### src/rtl/seq_mem_pkg.sv
// Shared types for the sequential-memory arbiter: FSM states, operation codes
// and a small one-hot helper used for grant and read-valid decoding.
package seq_mem_pkg;

    typedef enum logic [1:0] {
        IDLE    = 2'd0,
        ISSUE   = 2'd1,
        CAPTURE = 2'd2
    } state_t;

    typedef enum logic {
        OP_WRITE = 1'b0,
        OP_READ  = 1'b1
    } op_t;

    function automatic logic [1:0] onehot2(input logic idx);
        return idx ? 2'b10 : 2'b01;
    endfunction

endpackage

### src/rtl/seq_mem_arbiter_if.sv
// Bundle of client-side and memory-side signals around seq_mem_arbiter.
// The arbiter uses the slave view; clients plus the memory use the master view.
interface seq_mem_arbiter_if #(
    parameter int DATA_WIDTH = 8,
    parameter int DEPTH      = 16
);
    localparam int CW = $clog2(DEPTH + 1);

    logic [1:0]              cli_req_write;
    logic [1:0]              cli_req_read;
    logic [2*DATA_WIDTH-1:0] cli_data_in;
    logic [1:0]              cli_grant;
    logic [1:0]              cli_rd_valid;
    logic [DATA_WIDTH-1:0]   rd_data;

    logic                    mem_request_write;
    logic                    mem_request_read;
    logic [DATA_WIDTH-1:0]   mem_data_in;
    logic [DATA_WIDTH-1:0]   mem_data_out;

    logic [CW-1:0]           count;
    logic                    full;
    logic                    empty;

    modport slave (
        input  cli_req_write, cli_req_read, cli_data_in, mem_data_out,
        output cli_grant, cli_rd_valid, rd_data,
        output mem_request_write, mem_request_read, mem_data_in,
        output count, full, empty
    );

    modport master (
        output cli_req_write, cli_req_read, cli_data_in, mem_data_out,
        input  cli_grant, cli_rd_valid, rd_data,
        input  mem_request_write, mem_request_read, mem_data_in,
        input  count, full, empty
    );

endinterface

### src/rtl/seq_mem_arbiter_rr.sv
// Two-way round-robin selector: on a tie the client not granted last wins;
// the tie-break pointer moves only when the caller reports a grant.
module rr_arbiter2 (
    input  logic       clk,
    input  logic       reset,
    input  logic [1:0] req,
    input  logic       advance,
    output logic       grant_idx
);

    logic prio_q;

    // NOTE: every always_comb output gets a default first so no path leaves it
    // unassigned, which would otherwise infer a latch.
    always_comb begin
        grant_idx = 1'b0;
        case (req)
            2'b01:   grant_idx = 1'b0;
            2'b10:   grant_idx = 1'b1;
            2'b11:   grant_idx = prio_q;
            default: grant_idx = 1'b0;
        endcase
    end

    // NOTE: sequential state is updated with non-blocking assignments so every
    // flop samples the pre-edge values regardless of statement order.
    always_ff @(posedge clk or negedge reset) begin
        if (!reset) begin
            prio_q <= 1'b0;
        end else if (advance) begin
            prio_q <= ~grant_idx;
        end
    end

endmodule

### src/rtl/seq_mem_arbiter.sv
// Two-client arbiter in front of a sequential (FIFO-ordered) memory: one
// operation in flight, IDLE -> ISSUE (-> CAPTURE for reads) -> IDLE.
module seq_mem_arbiter
    import seq_mem_pkg::*;
#(
    parameter int DATA_WIDTH = 8,
    parameter int DEPTH      = 16
) (
    input  logic             clk,
    input  logic             reset,
    seq_mem_arbiter_if.slave bus
);

    localparam int            CW      = $clog2(DEPTH + 1);
    localparam logic [CW-1:0] DEPTH_C = CW'(DEPTH);

    state_t                state;
    op_t                   op_q;
    logic                  client_q;
    logic [DATA_WIDTH-1:0] wr_data_q;
    logic [DATA_WIDTH-1:0] rd_data_q;
    logic [1:0]            rd_valid_q;
    logic [CW-1:0]         count_q;

    logic                  wr_ok;
    logic                  rd_ok;
    logic [1:0]            rd_elig;
    logic [1:0]            wr_elig;
    logic [1:0]            elig;
    logic                  sel_idx;
    logic                  sel_fire;
    op_t                   sel_op;
    logic [DATA_WIDTH-1:0] sel_data;

    // Ineligible requests are masked here, so they stay pending without
    // being granted and never move the round-robin pointer.
    assign wr_ok    = (count_q < DEPTH_C);
    assign rd_ok    = (count_q != '0);
    assign rd_elig  = bus.cli_req_read  & {2{rd_ok}};
    assign wr_elig  = bus.cli_req_write & {2{wr_ok}};
    assign elig     = rd_elig | wr_elig;
    assign sel_fire = (state == IDLE) && (elig != 2'b00);

    rr_arbiter2 u_rr (
        .clk       (clk),
        .reset     (reset),
        .req       (elig),
        .advance   (sel_fire),
        .grant_idx (sel_idx)
    );

    assign sel_op   = rd_elig[sel_idx] ? OP_READ : OP_WRITE;
    assign sel_data = sel_idx ? bus.cli_data_in[2*DATA_WIDTH-1:DATA_WIDTH]
                              : bus.cli_data_in[DATA_WIDTH-1:0];

    always_ff @(posedge clk or negedge reset) begin
        if (!reset) begin
            state     <= IDLE;
            op_q      <= OP_WRITE;
            client_q  <= 1'b0;
            wr_data_q <= '0;
        end else begin
            case (state)
                IDLE: begin
                    if (sel_fire) begin
                        state     <= ISSUE;
                        op_q      <= sel_op;
                        client_q  <= sel_idx;
                        wr_data_q <= sel_data;
                    end
                end
                ISSUE:   state <= (op_q == OP_READ) ? CAPTURE : IDLE;
                CAPTURE: state <= IDLE;
                default: state <= IDLE;
            endcase
        end
    end

    // Occupancy tracks the memory at the end of the pulse cycle; the
    // eligibility mask guarantees it never wraps in either direction.
    always_ff @(posedge clk or negedge reset) begin
        if (!reset) begin
            count_q <= '0;
        end else if (state == ISSUE) begin
            if (op_q == OP_WRITE) begin
                count_q <= count_q + CW'(1);
            end else begin
                count_q <= count_q - CW'(1);
            end
        end
    end

    // Memory data is valid during CAPTURE; register it so rd_data and the
    // valid pulse line up one cycle later.
    always_ff @(posedge clk or negedge reset) begin
        if (!reset) begin
            rd_data_q  <= '0;
            rd_valid_q <= 2'b00;
        end else begin
            rd_valid_q <= 2'b00;
            if (state == CAPTURE) begin
                rd_data_q  <= bus.mem_data_out;
                rd_valid_q <= onehot2(client_q);
            end
        end
    end

    assign bus.cli_grant         = (state == ISSUE) ? onehot2(client_q) : 2'b00;
    assign bus.mem_request_write = (state == ISSUE) && (op_q == OP_WRITE);
    assign bus.mem_request_read  = (state == ISSUE) && (op_q == OP_READ);
    assign bus.mem_data_in       = wr_data_q;
    assign bus.cli_rd_valid      = rd_valid_q;
    assign bus.rd_data           = rd_data_q;
    assign bus.count             = count_q;
    assign bus.full              = (count_q == DEPTH_C);
    assign bus.empty             = (count_q == '0);

endmodule

### src/flat_wrapper.sv
// flat-port wrapper written by rule: the top's interface ports become plain ports
module seq_mem_arbiter_flat import seq_mem_pkg::*;
#(
    parameter int DATA_WIDTH = 8,
    parameter int DEPTH      = 16
)
  (clk, reset, bus_cli_req_write, bus_cli_req_read, bus_cli_data_in, bus_mem_data_out, bus_cli_grant, bus_cli_rd_valid, bus_rd_data, bus_mem_request_write, bus_mem_request_read, bus_mem_data_in, bus_count, bus_full, bus_empty);
  seq_mem_arbiter_if #(.DATA_WIDTH(DATA_WIDTH), .DEPTH(DEPTH)) bus_i ();
  input  logic clk;
  input  logic reset;
  input wire logic [$bits(bus_i.cli_req_write)-1:0] bus_cli_req_write;
  input wire logic [$bits(bus_i.cli_req_read)-1:0] bus_cli_req_read;
  input wire logic [$bits(bus_i.cli_data_in)-1:0] bus_cli_data_in;
  input wire logic [$bits(bus_i.mem_data_out)-1:0] bus_mem_data_out;
  output wire logic [$bits(bus_i.cli_grant)-1:0] bus_cli_grant;
  output wire logic [$bits(bus_i.cli_rd_valid)-1:0] bus_cli_rd_valid;
  output wire logic [$bits(bus_i.rd_data)-1:0] bus_rd_data;
  output wire logic [$bits(bus_i.mem_request_write)-1:0] bus_mem_request_write;
  output wire logic [$bits(bus_i.mem_request_read)-1:0] bus_mem_request_read;
  output wire logic [$bits(bus_i.mem_data_in)-1:0] bus_mem_data_in;
  output wire logic [$bits(bus_i.count)-1:0] bus_count;
  output wire logic [$bits(bus_i.full)-1:0] bus_full;
  output wire logic [$bits(bus_i.empty)-1:0] bus_empty;
  assign bus_i.cli_req_write = bus_cli_req_write;
  assign bus_i.cli_req_read = bus_cli_req_read;
  assign bus_i.cli_data_in = bus_cli_data_in;
  assign bus_i.mem_data_out = bus_mem_data_out;
  assign bus_cli_grant = bus_i.cli_grant;
  assign bus_cli_rd_valid = bus_i.cli_rd_valid;
  assign bus_rd_data = bus_i.rd_data;
  assign bus_mem_request_write = bus_i.mem_request_write;
  assign bus_mem_request_read = bus_i.mem_request_read;
  assign bus_mem_data_in = bus_i.mem_data_in;
  assign bus_count = bus_i.count;
  assign bus_full = bus_i.full;
  assign bus_empty = bus_i.empty;
  seq_mem_arbiter #(.DATA_WIDTH(DATA_WIDTH), .DEPTH(DEPTH)) u_core (.clk(clk), .reset(reset), .bus(bus_i));
endmodule
### config.mk
export PLATFORM = sky130hd
export DESIGN_NAME = seq_mem_arbiter_flat
export DESIGN_NICKNAME = d
export VERILOG_FILES = /design/src/rtl/seq_mem_pkg.sv /design/src/rtl/seq_mem_arbiter_if.sv /design/src/rtl/seq_mem_arbiter_rr.sv /design/src/rtl/seq_mem_arbiter.sv /design/src/flat_wrapper.sv
export SDC_FILE = /design/constraint.sdc
export NUM_CORES = 1
export LEC_CHECK = 0
export CAP_MARGIN = 10
export CORE_UTILIZATION = 38
export CTS_BUF_LIST = sky130_fd_sc_hd__clkbuf_8 sky130_fd_sc_hd__clkbuf_16
export DETAILED_ROUTE_END_ITERATION = 8
export PLACE_DENSITY = 0.75
export SYNTH_ARGS = -nofsm -noshare
export SYNTH_HDL_FRONTEND = slang
export SYNTH_HIERARCHICAL = 1
export SYNTH_SLANG_ARGS = --single-unit
### constraint.sdc
create_clock -name clk -period 2.1 [get_ports clk]
set_input_delay 0.42 -clock clk [delete_from_list [all_inputs] [get_ports clk]]
set_output_delay 0.42 -clock clk [all_outputs]
set_load 0.02 [all_outputs]
# --- After elaboration in Yosys (flattened, before gate mapping) ---
# Index checks and enable logic that the tools add are counted.
word_totals:
  register_bits: 28
  in_bits: 30
  output_inout_bits: 29
  wordCells: 43
op_classes:
  n_addsub: 2
  n_lt_le_gt_ge: 2
  eq_ne: 6
  n_mux: 12
  bitwise: 5
  n_reduce_logical: 8
ops:
  columns: ["op", "n"]
  rows:
  - ["$mux 2", 5]
  - ["$mux 8", 1]
  - ["$eq 2x2->1 const B", 3]
  - ["$add 5x1->5 const B", 1]
  - ["$eq 5x5->1 const B", 1]
  - ["$logic_not 5->1", 1]
  - ["$lt 5x5->1 const B", 1]
  - ["$mux 5", 1]
  - ["$reduce_bool 5->1", 1]
  - ["$sub 5x1->5 const B", 1]
  - ["$and 2x2->2", 2]
  - ["$pmux 2 s2", 1]
  - ["$logic_and 1x1->1", 3]
  - ["$mux 1", 3]
  - ["$eq 2x1->1 const B", 1]
  - ["$logic_not 2->1", 1]
  - ["$lt 1x2->1 const B", 1]
  - ["$ne 2x1->1 const B", 1]
  - ["$not 1->1", 2]
  - ["$or 2x2->2", 1]
  - ["$pmux 1 s2", 1]
  - ["$reduce_and 2->1", 1]
  - ["$reduce_bool 2->1", 1]

# --- Depth between registers and ports, before layout ---
depth:
  word_depth: 8
  ltp_mapped: 10
  depth_no_buf: 9

# --- Cells and area by module ---
# The synthesis kept the hierarchy.
by_module_without_submodules:
  columns: ["mod", "n_inst", "cells_per_inst", "area_per_inst_um2", "seq_area_each_um2"]
  rows:
  - ["seq_mem_arbiter", 1, 121, 1387.6, 675.6]
  - ["rr_arbiter2", 1, 5, 56.3, 25.0]

# --- Worst setup path after synthesis ---
# No wires, ideal clock.
synth_path:
  kind: "reg2reg"
  from: "register u_core.count_q[1], in the netlist u_core/bus.count[1]"
  to: "register u_core.wr_data_q[5], in the netlist u_core/bus.mem_data_in[5]"
  setup_time_ps: 125
  t_arrival_ps: 2271
  required_ps: 1975
  setup_slack_ps: -296
  path_stages_with_launch: 10
  path_buffers: 1
  synth_period_minus_slack_ps: 2396
  path_cell_list: "dfrtp_1 > nor4_4 > or2b_1 > nand2_1 > o21ai_0 > nand2b_4 > and2_2 > buf_2 > mux2_2 > mux2_2"
synth_between:
  elab_chain_cells: 6
  elab_cells_between_ends: 12
  classes_between: "1 x order compare; 2 x eq/ne; 2 x mux; 3 x bitwise; 4 x reduce/logical"
synth_rtl:
  columns: ["element", "line", "rtl"]
  rows:
  - ["from (decl)", "seq_mem_arbiter.sv:23", "logic [CW-1:0] count_q;"]
  - ["from (signal assigned)", "seq_mem_arbiter.sv:86", "count_q <= count_q + CW'(1);"]
  - ["from (signal assigned)", "seq_mem_arbiter.sv:88", "count_q <= count_q - CW'(1);"]
  - ["$lt 5x5->1 or $reduce_bool 5->1 (tied branches)", "seq_mem_arbiter.sv:37, seq_mem_arbiter.sv:38", null]
  - ["$and 2x2->2 (on tied branches)", "seq_mem_arbiter.sv:40, seq_mem_arbiter.sv:39", null]
  - ["$or 2x2->2 (*)", "seq_mem_arbiter.sv:41", "assign elig = rd_elig | wr_elig;"]
  - ["named net u_core.elig[0]", "seq_mem_arbiter.sv:29", "logic [1:0] elig;"]
  - ["$eq 2x2->1", "seq_mem_arbiter_rr.sv:17", "case (req)"]
  - ["$pmux 1 s2 (*)", "seq_mem_arbiter_rr.sv:17", null]
  - ["named net u_core.sel_idx", "seq_mem_arbiter.sv:30", "logic sel_idx;"]
  - ["$mux 8 (*)", "seq_mem_arbiter.sv:53", "assign sel_data = sel_idx ? bus.cli_data_in[2*DATA_WIDTH-1:DATA_WIDTH]"]
  - ["to (signal assigned)", "seq_mem_arbiter.sv:69", "wr_data_q <= sel_data;"]
  - ["to (decl)", "seq_mem_arbiter.sv:20", "logic [DATA_WIDTH-1:0] wr_data_q;"]
# Mark *: on every way through the listed nets, which the timed path passes. The rest lies on a longest branch.
# A chain may end at the register's enable or synchronous reset.

# --- Final worst setup path ---
layout_path:
  from: "register u_core.count_q[2], in the netlist u_core/bus.count[2]"
  to: "register u_core.wr_data_q[7], in the netlist u_core/bus.mem_data_in[7]"
# The elaborated chain is that of the path after synthesis.

==> implementation parameters <==
Parameter                              Value

Outcome
  Status    finished, violations left
  Violated checks    negative setup slack

Synth
  Net count after synthesis    160
  Sequential-to-total area share from yosys stat    48.5%
  Post-synth EDFFs    0
  Synth Instances    126
  Count of different cell masters after synthesis    33
  Ys flop type    dfrtp_1
  Mean instance size in the synthesized netlist    11.5 um^2
  Count of synthesis-stage warnings from yosys    6
  Seq cells post-synth    28
  Netlist area before placement    0.00144 mm^2
  Share of synthesized registers carrying an async set or reset    100%

Drt
  Detailed-route DRC error count    0
  Via count    1189
  Detail-routed net length per standard cell    13.4 um
  Drt via density    4.87
  Total wire length    3260 um
  DR pass1 iterations    2
  Number of DRC markers in iteration 0    17
  Antenna Nets Post-Route    0

Place
  Detailed placer's ending HPWL    2440 um
  Port Buffers    58
  Final weighted congestion of routability-driven global placement    0.768

Die
  Die H    63.6 um
  Cell Rows    22
  Die area    0.00405 mm^2
  Core Region    0.00366 mm^2
  I/O Pins    59
  Width of the die    63.6 um
  Initial Util    39.4%

Run
  Number of max-cap violations    0

Timing
  Final worst path period need    2.15 ns
  Minimum hold slack    0.492 ns
  Remaining max-slew budget at the tightest pin    70.3%
  Final setup slack of the worst path    -0.0511 ns
  Max frequency    465 MHz
  Largest clock skew in the final design    0.00207 ns
  Worst slew pin tran    0.445 ns
  Max Transition Viols Final    0
  Finish-stage setup viols    8
  Final Hold Viols    0
  Setup Total Neg Slack    -0.254 ns
  Setup repair after global routing missed its margin    true
  Share of the clock period used by the worst path after layout    102%

Worst setup path
  Kind of critical path    reg -> reg
  CP arrival    2.32 ns
  Required time of the critical path    2.27 ns
  Startpoint types    flop
  Max FO, Critical Path    5
  Setup crit end kind    flop
  Register-to-register setup slack    -0.05 ns

Clocking
  Max Root-Sink Buffers    2
  CTS tree    done
  Number of buffers inserted for hold repair after clock tree synthesis    0
  Number of CTS-inserted buffers    3
  Count of H-tree levels built during CTS    1
  Clk_lat worst skew    0.28 ns
  Clock slew at the register clock pins of the worst setup and hold paths    0.10 ns
  Clock tree root buffer cell    clkbuf_8
  Clock net sink count    28

Hold path
  Class of the most critical hold timing path    reg -> reg

Layout
  Storage element area    706 um^2
  Area growth from synthesis to layout    58.0%
  Fillers    314
  Share of final-layout standard cells stronger than drive strength 1    30.1%
  Count of nets after finishing    231
  Area taken by multi-input logic gates    733 um^2
  Antenna diode instance count    0

Pwr
  Final Total Pwr    0.00379 W
  Peak supply drop    0.756 mV
  Leakage power summed over all cells    1.07 nW
  Total power density per cell area    1660 mW/mm^2

Global route
  Tot GR Track Use    17.5%
  Global-route wire length before repair    5490 um
  Maximum number of pins on one net before global-route repair    29
  GRT overflow    0
  Via count of the first global-routing pass    1256
  Initial antenna violation count    0
worst max-delay path, cell delays in order (launching register included):
cell,delay [ns]
dfrtp_2,0.43
nor4_4,0.29
or2b_1,0.30
nand2_1,0.09
o21ai_2,0.07
nand2b_4,0.08
and2_4,0.20
mux2_4,0.31
mux2_2,0.26
what timing repair did:
action	in CTS	in global routing
resized for setup	14	8
cloned	1	0
setup endpoints to repair	14	13
setup buffers	2	2
cell type report:
| class | instances | share of cell area (%) |
|---|---|---|
| Timing Repair Buffer | 71 | 29.7 |
| Multi-Input combinational cell | 84 | 32.1 |
| Clock buffer | 3 | 1.81 |
| Tap cell | 48 | 2.63 |
| Sequential cell | 28 | 30.9 |
| Clock inverter | 1 | 1.32 |
| Inverter | 9 | 1.48 |
routing by layer:
| layer | part of all wire (%) | GRT usage [%] | up-vias |
|---|---|---|---|
| met4 | 1.7 | 5.97 | 0 |
| met1 | 42 | 20.3 | 567 |
| li1 | - | - | 572 |
| met5 | 0 | 0 | - |
| met2 | 50 | 31.9 | 44 |
| met3 | 5.9 | 2.90 | 6 |
power breakdown:
| group | switching, W | leakage (nW) | internal (W) |
|---|---|---|---|
| registers | 0.000201 | 0.331 | 0.000820 |
| logic | 0.00108 | 0.704 | 0.00126 |
| clock network | 0.000175 | 0.0357 | 0.000255 |
cell usage in the layout, fill, tap and decap left out, types with 2 or more instances in the layout:
| cell type | netlist | layout |
|---|---|---|
| and2_4 | 0 | 2 |
| buf_4 | 0 | 13 |
| dfrtp_1 | 28 | 24 |
| o21ai_2 | 1 | 2 |
| or2_2 | 2 | 2 |
| nor2_1 | 11 | 11 |
| dfrtp_2 | 0 | 4 |
| mux2_2 | 25 | 13 |
| clkbuf_8 | 0 | 3 |
| nand2b_1 | 2 | 2 |
| xor2_1 | 2 | 2 |
| nand2_1 | 6 | 6 |
| dlymetal6s2s_1 | 0 | 2 |
| ha_1 | 3 | 3 |
| nor3_1 | 4 | 4 |
| clkdlybuf4s50_1 | 0 | 52 |
| dlygate4sd2_1 | 0 | 2 |
| a21oi_1 | 2 | 2 |
| o21ai_0 | 7 | 5 |
| mux2i_1 | 2 | 2 |
| mux2_4 | 0 | 12 |
| inv_1 | 9 | 8 |
cell families after synthesis:
logic type                 Yosys count  synth area share [%]
and+or+nand+nor                     33                  13.1
DFF                                 28                  48.5
muxes                               27                  20.9
AOI/OAI and AO/OA                   16                  6.93
buffers and inverters               15                  4.76
adders and majority gates            4                  3.99
xor gates and xnor gates             3                  1.82
registers in the layout, indices dropped and copies added, names as in the netlist:
name	flops
u_core/bus.count	5
u_core/bus.cli_rd_valid	2
u_core/op_q	1
u_core/bus.mem_data_in	8
u_core/client_q	1
u_core/state	2
u_core/bus.rd_data	8
u_core/u_rr/prio_q	1
through the flow:
stage | setup slack [ns] | utilization, % | area [um^2] | cells
2_1_floorplan | -0.0750 | - | 1490 | 126
3_3_place_gp | -0.0803 | 58.9 | 2160 | 235
3_5_place_dp | -0.112 | 58.9 | 2160 | 235
4_1_cts | -0.0679 | 61.9 | 2270 | 242
5_1_grt | -0.145 | 62.3 | 2280 | 244
6_report | -0.0511 | 62.3 | 2280 | 244
synth_stat cells (all sizes together), types with 2 or more instances:
cell type,instances,area [um^2]
nand2b,3,26.3
a21oi,2,10.0
ha,3,37.5
nand2,6,22.5
nor3,4,20.0
or2,2,12.5
o21ai,8,43.8
buf,4,26.3
nor4,2,27.5
nor2,11,41.3
xor2,2,17.5
and2,2,15.0
dfrtp,28,701
clkbuf,2,8.75
mux2i,2,20.0
mux2,25,282
inv,9,33.8
worst paths after layout:
path                                     start                         end  depth (start not counted)
hold reg to reg                u_core/client_q  u_core/bus.cli_rd_valid[0]                          1
hold / removal                 u_core/client_q  u_core/bus.cli_rd_valid[0]                          1
max in group asynchronous                reset                 u_core/op_q                          2
setup / recovery           u_core/bus.count[2]   u_core/bus.mem_data_in[7]                          8
setup reg to reg           u_core/bus.count[2]   u_core/bus.mem_data_in[7]                          8
min in group asynchronous                reset   u_core/bus.mem_data_in[0]                          2
No activity file was read; power rests on OpenSTA's default activity.
